$ cat src/rtl/pulse_stretcher_pkg.sv
// Purpose: shared clock constant and time-to-count helpers for pulse stretcher / sampler.
// Latency: n/a (constants and pure functions only).
// Backpressure: n/a.
package pulse_stretcher_pkg;

    // Board system clock (CLK_125MHZ_FPGA).
    localparam int CLOCK_FREQ = 125_000_000;

    // Number of clk cycles in the given number of microseconds.
    function automatic int us_to_cycles(input int us);
        return (CLOCK_FREQ / 1_000_000) * us;
    endfunction

    // Number of sample ticks of tick_us microseconds that fit in ms milliseconds.
    function automatic int ms_to_ticks(input int ms, input int tick_us);
        return (ms * 1000) / tick_us;
    endfunction

endpackage

$ cat src/rtl/sample_tick_gen.sv
// Purpose: free-running prescaler emitting a 1-cycle tick every CNT_MAX clocks.
// Latency: first tick CNT_MAX-1 edges after reset release, then every CNT_MAX cycles.
// Backpressure: none; free-running.
//
// Ports:
//   clk  - system clock
//   rst  - synchronous active-high reset, clears the prescaler
//   tick - 1-cycle strobe, high while the prescaler sits at CNT_MAX-1
module sample_tick_gen
    import pulse_stretcher_pkg::*;
#(
    parameter int CNT_MAX = 4
) (
    input  logic clk,
    input  logic rst,
    output logic tick
);

    // Keep at least one bit so CNT_MAX=1 (tick every cycle) still elaborates.
    localparam int CW = (CNT_MAX > 1) ? $clog2(CNT_MAX) : 1;
    localparam logic [CW-1:0] LAST = CW'(CNT_MAX - 1);

    logic [CW-1:0] sample_cnt;

    assign tick = (sample_cnt == LAST);

    always_ff @(posedge clk) begin
        if (rst) begin
            sample_cnt <= '0;
        end else if (tick) begin
            sample_cnt <= '0;
        end else begin
            sample_cnt <= sample_cnt + 1'b1;
        end
    end

endmodule

$ cat src/rtl/pulse_stretcher.sv
// Purpose: stretch single-cycle event pulses per channel so LEDs stay visibly lit.
// Latency: out[i] rises on the first edge after in[i] is sampled high; registered output.
// Backpressure: none; every pulse is accepted, a pulse during a hold simply reloads it.
//
// Ports:
//   clk - system clock
//   rst - synchronous active-high reset, clears prescaler and all hold counters
//   in  - WIDTH event pulses, one bit per channel (may be held high)
//   out - WIDTH stretched outputs, high while the channel hold counter is non-zero
module pulse_stretcher
    import pulse_stretcher_pkg::*;
#(
    parameter int WIDTH          = 4,
    parameter int SAMPLE_CNT_MAX = us_to_cycles(500),
    parameter int PULSE_CNT_MAX  = ms_to_ticks(100, 500)
) (
    input  logic             clk,
    input  logic             rst,
    input  logic [WIDTH-1:0] in,
    output logic [WIDTH-1:0] out
);

    localparam int HW = $clog2(PULSE_CNT_MAX + 1);
    localparam logic [HW-1:0] HOLD_LOAD = HW'(PULSE_CNT_MAX);

    logic tick;

    sample_tick_gen #(
        .CNT_MAX (SAMPLE_CNT_MAX)
    ) u_tick (
        .clk  (clk),
        .rst  (rst),
        .tick (tick)
    );

    for (genvar i = 0; i < WIDTH; i++) begin : g_ch
        logic [HW-1:0] cnt;

        // A pulse always wins over the tick so a retrigger never loses a count;
        // the non-zero gate keeps an idle channel parked at zero.
        always_ff @(posedge clk) begin
            if (rst) begin
                cnt <= '0;
            end else if (in[i]) begin
                cnt <= HOLD_LOAD;
            end else if (tick && (cnt != '0)) begin
                cnt <= cnt - 1'b1;
            end
        end

        // Decoded from the counter register only: no combinational in->out path.
        assign out[i] = (cnt != '0);
    end

endmodule

$ cat config.mk
export PLATFORM = sky130hd
export DESIGN_NAME = pulse_stretcher
export DESIGN_NICKNAME = d
export VERILOG_FILES = /design/src/rtl/pulse_stretcher_pkg.sv /design/src/rtl/sample_tick_gen.sv /design/src/rtl/pulse_stretcher.sv
export SDC_FILE = /design/constraint.sdc
export NUM_CORES = 1
export LEC_CHECK = 0
export BUFFER_PORTS_ARGS = -buffer_cell sky130_fd_sc_hd__buf_2
export CORE_MARGIN = 1.5
export CORE_UTILIZATION = 45
export DETAILED_ROUTE_END_ITERATION = 8
export SLEW_MARGIN = 20
export SYNTH_ARGS = -nofsm -noshare
export SYNTH_HDL_FRONTEND = slang
export SYNTH_HIERARCHICAL = 1
export SYNTH_SLANG_ARGS = --single-unit
$ cat constraint.sdc
create_clock -name clk -period 4.6 [get_ports clk]
set_input_delay 1.38 -clock clk [delete_from_list [all_inputs] [get_ports clk]]
set_output_delay 1.38 -clock clk [all_outputs]
set_load 0.05 [all_outputs]
==> metrics.txt <==
status=completed; P_int=609.8 µW; switching portion of total power=0.2352; GRT Total Usage=0.1685; reg-to-reg slack, setup=1.71 ns; final core occ=0.5009; Die ar.=6086 µm²; final slew viol count=0; Max Freq=slightly above 300 MHz; DP Area=around 2600 µm²; Reg2Reg Depth=7; PnR Total Power=797.3 µW; most common cell after layout, fill and taps aside=dfxtp_1; Die H=78.02 µm; clock share of power=0.368; chip width=78.02 µm; # hold bufs at CTS=0; Peak VDD IR=0.0001812 V; hold depth=2; P per Cell Area=a little under 300 nW/µm²; # rows=27; reg2reg end=g_ch[3].cnt[7]$_SDFFE_PP0P_; Most used DFF post-synth=dfxtp_1; Rel. slew slack=0.5478; initial antenna violation count=0; Final Cell Area=2741 µm²; final wirelength=4831 µm; Final setup violation count=0; Min-Delay Endpoint=g_ch[3].cnt[0]$_SDFFE_PP0P_; crit-path cells=inv_1, ha_1, or3b_1, or3_1, buf_2; Worst Path Max Fanout=5; delay-heaviest family, CP=simple AND/OR/NAND/NOR gates; remaining antenna violation count=0; PortBufs=9; minimum clock period=3.264 ns; CTS resizes=0; Final GP Congestion=~0.86; clock slew seen by the registers of the worst setup and hold paths=0.08 ns; Worst Tran Pin Value=0.6769 ns; root buffer selected by CTS=clkbuf_8; HPWL Detailed=3438 µm; final setup margin=around 1.3 ns; cell accounting for the most synthesized area=dfxtp_1; Min Hold Slack=0.4824 ns; core area=5473 µm²; Max Root-Sink Buffers=2; post-route insts no fill=374; number of buffers created by CTS=5; WP data required=3.22 ns; 1st-iter DRT viols=77; H-tree levels=2; asr flop ratio synth=0; TritonCTS clock tree=done; crit share post-route=0.7095; Switch Pwr=between 150 and 200 µW; Hold Crit Class=register to register; number of max-cap violations=0; arrival time at the worst endpoint=1.88 ns; pre-CTS WS=1.651 ns; #FFs+latches synth=between 40 and 50; clk sinks=48; max incr delay on CP=0.41 ns; leakage power=between 0.9 and 1 nW; slowest CP cell=or3b_1; Area contributors post-synth=dfxtp_1, xnor2_1, nor2_1; Post-Syn Area=2532 µm²; first-pass GRT wire length=8459 µm; Placed Cells incl. Taps=366; part of the power in registers=0.548; Post CTS Setup Buffer Count=0; Mapped Cells=roughly 290; crit path buf inv count=2; wire per inst=about 13 µm; total gr overflow=0; critical path type=register to primary output; DRC viols=0; worst clock skew=0.008306 ns; Post-Syn Area per Cell=8.703 µm²; IO Count=10; Startpoint Class=register; Hold Startpoint=g_ch[3].cnt[0]$_SDFFE_PP0P_; R2R Path Start=u_tick/sample_cnt[0]$_SDFF_PP0_; commonest cells after routing, fill and taps aside=dfxtp_1, nor2_1, nand2_1; sequential area share after synthesis=0.3794; largest net degree at the start of global routing=28; Cell variety after synth=52; Yosys warnings=6; CP endpoint kind=primary output; power share of the combinational group=0.083; Avg Vias per Cell=5.628; Starting Density=0.4627; diodes inserted=0; vias in the first global route=1958; top-area cell type share of the netlist area=0.3794; Area Growth Syn to Fin=8.251%; final hold violation count=0; syn_nets=a little over 300; Setup TNS Final=0 ns; RSZ-0062 raised after global routing=false; Final #Nets=315; Detailed Routing Iterations Pass 1=4; Clk Latency, worst-skew pair=0.29 ns; Post-synth EDFFs=0; Via Count=between 2000 and 2500; share of cells above drive strength 1=0.07947
worst reg2reg max path, cell delays in order (launching register included):
cell and delay (ns):
dfxtp_1 0.40, ha_1 0.20, or4bb_4 0.47, nor4_4 0.25, buf_4 0.31, or4b_4 0.55
or4_1 0.48, a31oi_1 0.16
cell families after synthesis:
family                     after synthesis  share of synthesized area
AOI/OAI and AO/OA                       59                     0.1606
adders and majority gates                8                    0.03953
and+or+nand+nor                        133                     0.3073
xor gates and xnor gates                14                    0.04842
buffers and inverters                   24                    0.04496
DFF                                     48                     0.3794
muxes                                    5                    0.01976
flip-flops by register name, summed over array words and instances, names as in the netlist:
name / count
g_ch.cnt: 32
u_tick/sample_cnt: 16
power by group through the flow:
stage                     clock, mW  sequential, mW  combinational (mW)
after floorplan                   0           0.444              0.0546
after global placement            0           0.447              0.0668
after detailed placement          0           0.447              0.0671
after CTS                     0.307           0.437              0.0672
after global routing          0.324           0.440              0.0752
final                         0.294           0.437              0.0665
how the worst max path moves through the flow:
| stage | endpoint | startpoint | slack [ns] | cells after the start |
|---|---|---|---|---|
| after floorplan | out[3] | g_ch[3].cnt[0]$_SDFFE_PP0P_ | 1.70 | 4 |
| after global placement | out[3] | g_ch[3].cnt[0]$_SDFFE_PP0P_ | 1.69 | 5 |
| after detailed placement | out[3] | g_ch[3].cnt[0]$_SDFFE_PP0P_ | 1.65 | 5 |
| after CTS | out[3] | g_ch[3].cnt[0]$_SDFFE_PP0P_ | 1.32 | 5 |
| after global routing | out[0] | g_ch[0].cnt[0]$_SDFFE_PP0P_ | 1.17 | 5 |
| final | out[3] | g_ch[3].cnt[0]$_SDFFE_PP0P_ | 1.34 | 5 |
area by class of cell:
cell class	count	area [µm²]
Clock buffer	6	72.57
Tap cell	72	90.09
Timing Repair Buffer	10	52.55
Sequential cell	48	960.9
Multi-Input combinational cell	219	1466
Fill cell	558	2731
Inverter	17	63.81
Clock inverter	2	35.03
cells in the mapped netlist (all sizes together) (5+ instances only):
cell and n:
inv 17, o31ai 5, ha 8, or3b 7, clkbuf 5, a21oi 13, o21ai 10, or3 7
nor2 30, a31oi 6, nor4 9, nand2 26, xnor2 13, dfxtp 48, or4 8, mux2i 5
nor4b 5, nand3 9, nor3 8
per-layer routing:
layer	track usage	wire length, µm
met2	0.2870	2261
met3	0.03372	125
met5	0	0
met4	0.04643	38
met1	0.2165	2405
(Power assumes the default switching activity.)
